### src/rtl/find_first_one_idx_pkg.sv
// Shared helpers for the find-first-one priority encoder.
//   clog2()       : ceiling log2, constant-evaluable for parameter math.
//   index_width() : width of the encoded index, never less than one bit.
package find_first_one_idx_pkg;

  function automatic int clog2(input int n);
    int r;
    r = 0;
    while ((1 << r) < n) r++;
    return r;
  endfunction

  function automatic int index_width(input int n);
    return (clog2(n) < 1) ? 1 : clog2(n);
  endfunction

endpackage

### src/rtl/find_first_one_idx_tree.sv
// Combinational log-depth encoder for the lowest set bit.
//   vector_in  : bits to scan, bit 0 has the highest priority
//   found_out  : at least one bit of vector_in is set
//   idx_out    : index of the lowest set bit, 0 when nothing is set
// The input is zero-padded to a power of two. Level 0 holds one leaf per bit.
// Each level above merges pairs of nodes, and the lower-index half wins.
module first_one_tree_encoder
  import find_first_one_idx_pkg::*;
#(
  parameter int VECTOR_LENGTH = 8,
  parameter int INDEX_WIDTH   = index_width(VECTOR_LENGTH)
) (
  input  logic [VECTOR_LENGTH-1:0] vector_in,
  output logic                     found_out,
  output logic [INDEX_WIDTH-1:0]   idx_out
);

  localparam int LEVELS = clog2(VECTOR_LENGTH);
  localparam int PADDED = 1 << LEVELS;

  logic [PADDED-1:0] pad;

  always_comb begin
    pad                    = '0;
    pad[VECTOR_LENGTH-1:0] = vector_in;
  end

  for (genvar l = 0; l <= LEVELS; l++) begin : lvl
    logic [(PADDED>>l)-1:0]                  f;
    logic [(PADDED>>l)-1:0][INDEX_WIDTH-1:0] ix;

    if (l == 0) begin : g_leaf
      assign f  = pad;
      assign ix = '0;
    end else begin : g_node
      for (genvar j = 0; j < (PADDED >> l); j++) begin : g_pair
        logic f_lo, f_hi;
        assign f_lo  = lvl[l-1].f[2*j];
        assign f_hi  = lvl[l-1].f[2*j+1];
        assign f[j]  = f_lo | f_hi;
        // Gate the upper-half select bit with f_hi so that an empty subtree
        // keeps index 0.
        assign ix[j] = f_lo ? lvl[l-1].ix[2*j]
                     : (f_hi ? (lvl[l-1].ix[2*j+1] | (INDEX_WIDTH'(1) << (l-1)))
                             : '0);
      end
    end
  end

  assign found_out = lvl[LEVELS].f[0];
  assign idx_out   = lvl[LEVELS].ix[0];

endmodule

### src/rtl/find_first_one_idx.sv
// Registered priority encoder for the lowest set bit. Latency is one cycle,
// and it takes one input every cycle.
//   clk_in              : clock
//   reset_in            : synchronous active-high reset, clears both outputs
//   vector_in           : vector to scan, bit 0 has the highest priority
//   first_one_index_out : index of the lowest set bit, zero-extended
//   one_is_found_out    : vector_in had at least one bit set
module find_first_one_idx
  import find_first_one_idx_pkg::*;
#(
  parameter int VECTOR_LENGTH    = 8,
  parameter int MAX_OUTPUT_WIDTH = 32
) (
  input  logic                        clk_in,
  input  logic                        reset_in,
  input  logic [VECTOR_LENGTH-1:0]    vector_in,
  output logic [MAX_OUTPUT_WIDTH-1:0] first_one_index_out,
  output logic                        one_is_found_out
);

  localparam int INDEX_WIDTH = index_width(VECTOR_LENGTH);

  logic                   found_d, found_q;
  logic [INDEX_WIDTH-1:0] idx_d, idx_q;

  first_one_tree_encoder #(
    .VECTOR_LENGTH (VECTOR_LENGTH),
    .INDEX_WIDTH   (INDEX_WIDTH)
  ) u_tree (
    .vector_in (vector_in),
    .found_out (found_d),
    .idx_out   (idx_d)
  );

  always_ff @(posedge clk_in) begin
    if (reset_in) begin
      idx_q   <= '0;
      found_q <= 1'b0;
    end else begin
      idx_q   <= idx_d;
      found_q <= found_d;
    end
  end

  // Only the encoded bits are registered. The wide bus is zero-filled here.
  always_comb begin
    first_one_index_out                  = '0;
    first_one_index_out[INDEX_WIDTH-1:0] = idx_q;
  end

  assign one_is_found_out = found_q;

endmodule

### config.mk
export PLATFORM = sky130hd
export DESIGN_NAME = find_first_one_idx
export DESIGN_NICKNAME = d
export VERILOG_FILES = /design/src/rtl/find_first_one_idx_pkg.sv /design/src/rtl/find_first_one_idx_tree.sv /design/src/rtl/find_first_one_idx.sv
export SDC_FILE = /design/constraint.sdc
export NUM_CORES = 1
export LEC_CHECK = 0
export ABC_AREA = 1
export BUFFER_PORTS_ARGS = -buffer_cell sky130_fd_sc_hd__buf_2
export CAP_MARGIN = 20
export CORE_AREA = 2 2 39 41
export CTS_BUF_LIST = sky130_fd_sc_hd__clkbuf_8 sky130_fd_sc_hd__clkbuf_16
export DETAILED_ROUTE_END_ITERATION = 10
export DIE_AREA = 0 0 41 43
export HOLD_SLACK_MARGIN = 0.1
export PLACE_DENSITY_LB_ADDON = 0.12
export SETUP_SLACK_MARGIN = 0.02
export SLEW_MARGIN = 10
export SYNTH_ARGS = -nofsm -noshare
export SYNTH_HDL_FRONTEND = slang
export SYNTH_HIERARCHICAL = 1
export SYNTH_SLANG_ARGS = --single-unit
### constraint.sdc
create_clock -name clk_in -period 1 [get_ports clk_in]
set_clock_uncertainty 0.15 [all_clocks]
set_input_delay 0.1 -clock clk_in [delete_from_list [all_inputs] [get_ports clk_in]]
set_output_delay 0.1 -clock clk_in [all_outputs]
set_load 0.05 [all_outputs]
==> reports/qor.yml <==
outcome:
  outcome: "finished clean"
floorplan:
  coreArea_sq_um: 1380
  dieArea_sq_um: 1760
  rows: 14
  die_h_um: 43
  die_w_um: 41
  io_pins: 43
  initial_core_util_pct: 31.0
global_route:
  grt_use_total_pct: 6.31
  grt_max_degree: 5
  grt-ovfl-total: 0
  grt_pass1_wl_um: 641
  antenna_found_initial: 0
  grt_pass1_vias: 176
synthesis:
  yosysWarnings: 6
  ys_seq_area_share_pct: 18.7
  avgSynthCellArea_sq_um: 7.04
  yosys-top-cells-area: "buf_4 51%, dfxtp_1 19%, inv_1 7.0%"
  synth_cells: 61
  synth.ff_latch_count: 4
  synth.largest_area_cell: "buf_4"
  synth_top_family_by_area: "buffers and inverters"
  synthMuxAreaShare_pct: 0
  synthAdderAreaFrac_pct: 0
  synth-compound-area-share_pct: 7.00
  yosys.area_share.xor_xnor_pct: 0
  synth_top_area_share_pct: 50.7
  synthesis.area_sq_um: 429
  synth-simple-area-share_pct: 15.7
  synth_cell_type_count: 15
power:
  sequentialPowerShare_pct: 20.3
  switching_share_pct: 44.8
  pwr-share-comb_pct: 39.2
  p_clk_share_pct: 40.5
  powerDensity_nw_per_um2: 1790
  p_leak_nw: 0.283
  vdd_drop_max_v: 0.000425
  netSwitchingPower_w: 0.000375
  intPower_w: 0.000461
setup_path:
  crit_arrival_ns: 0.70
  cp-start-kind: "flip-flop"
  crit_fanout: 1
  cp.required_ns: 0.75
  slowest_stage: "dfxtp_1"
  worst_path_largest_cell_delay_ns: 0.30
  crit_type: "flip-flop to output port"
  cp_top_family: "flip-flops"
  worstPathCellList: "buf_4"
  crit_path_end_kind: "output port"
  crit_buf_inv: 1
min_path:
  min_from: "vector_in[0]"
  hold_end: "idx_q[2]"
  min_path_type: "input port to flip-flop"
  worstHoldPathCells: 6
sta:
  timing_hold_violations_final: 0
  post-route-period-util_pct: 95.0
  slew_violations: 0
  final.setup.tns_ns: 0
  finalSetupViolCount: 0
  setup_ws_ns: 0.0501
  rsz0062_at_grt: "no"
  fin_crit_ns: 0.950
  fmax_mhz: 1050
cts:
  clk_pin_slew_ns: 0.03
  cts_num_sinks: 4
  cts_tree: "yes"
  htree_levels: 1
  clockRootBuffer: "clkbuf_8"
  cts_made_buffers: 3
  cts_buffer_depth: 2
cells_and_area:
  area.growth.synth_to_final_pct: 8.75
  drive_gt1_share_pct: 23.4
  n_fill_cell: 165
  fin_cells: 93
  nets: 89
  fin_area_sq_um: 467
  multi_input_area_sq_um: 206
  seq_area_sq_um: 80.1
  n_antenna_cell: 0
flow_run:
  drv_cap: 0
placed_design:
  dp_hpwl_um: 493
  portBuffers: 13
  dp.cells: 89
  place_congestion: 0.645
  place_ws_ns: 0.0639
  placed_area_sq_um: 402
drt:
  drt-initial-drc-count: 1
  routed_wl_um: 569
  drt_pass1_iterations: 2
  ant_nets: 0
  remaining_drc_errors: 0
  avgRoutedWirePerCell_um: 6.12
  via_per_inst: 3.24
  num_vias: 301
-- registers in the layout (all words and copies together) (netlist names) --
signal and flops:
idx_q 3, one_is_found_out 1
-- final cells by class --
type                    count  share of cell area, %
inverters                   8                   6.43
flip-flops and latches      4                   17.2
well taps                  16                   4.29
repair buffers             14                   19.0
multi-input cells          48                   44.2
clock buffers               3                   8.85
-- cell families after synthesis --
kind of cell	count (synthesis)
AND/OR/NAND/NOR	14
AO/OA/AOI/OAI	5
buffers and inverters	37
flip-flops	4
other	1
-- power groups by stage --
stage                     combinational [W]  clock [W]  sequential, W
final                              0.000328   0.000339       0.000169
after global routing               0.000343   0.000356       0.000170
after CTS                          0.000326   0.000346       0.000169
after detailed placement           0.000319          0       0.000171
after global placement             0.000319          0       0.000171
after floorplan                    0.000349          0       0.000195
-- routing by layer --
metal | part of all wire [%] | up-vias | GRT usage (%)
li1 | - | 155 | -
met1 | 32 | 123 | 5.73
met2 | 48 | 20 | 7.50
met3 | 16 | 3 | 3.14
met4 | 3.7 | 0 | 10.0
met5 | 0 | - | 0
-- worst max-delay path by stage --
stage | end | cells past startpoint | slack, ns | startpoint
floorplan | first_one_index_out[0] | 0 | 0.16 | idx_q[0]
global placement | idx_q[0] | 6 | 0.07 | vector_in[3]
detailed placement | idx_q[0] | 6 | 0.06 | vector_in[3]
CTS | first_one_index_out[0] | 1 | 0.04 | idx_q[0]
global route | one_is_found_out | 1 | 0.02 | one_is_found_out
finish | first_one_index_out[2] | 1 | 0.05 | idx_q[2]
-- cell usage in the layout (no fill, tap or decap) --
cell and instances:
a21oi_1 1, and2_1 1, buf_6 1, buf_4 3
o21ai_1 1, nor2_4 1, nor2_2 1, buf_2 9
dfxtp_1 4, nand2_1 2, inv_1 8, o21ai_0 1
dlygate4sd3_1 1, a21boi_0 1, o21bai_1 1, clkbuf_8 3
nor2_1 7, conb_1 29, nand3_1 2
-- metrics by stage --
stage | util [%] | hold WS [ns] | power, W
final | 33.7 | 0.0868 | 0.000836
after global routing | 33.7 | 0.120 | 0.000870
after CTS | 33.5 | 0.0864 | 0.000841
after detailed placement | 29.0 | 0.156 | 0.000489
after global placement | 29.0 | 0.162 | 0.000489
after floorplan | - | 0.0212 | 0.000544
-- Yosys cell counts, drive strengths merged --
cell    instances
buf            29
nor2            9
inv             8
dfxtp           4
nand2           2
nand3           2
o21ai           2
a21boi          1
a21oi           1
and2            1
conb            1
o21bai          1
-- timing repair --
item | 4_1_cts | 5_1_grt
buffers inserted | 0 | 0
endpoints found under the hold margin | 4 | 0
hold buffers | 1 | 0
endpoints found under the setup margin | 4 | 1
resized for setup | 4 | 1
Note: power is estimated with default switching activity, not from simulation.
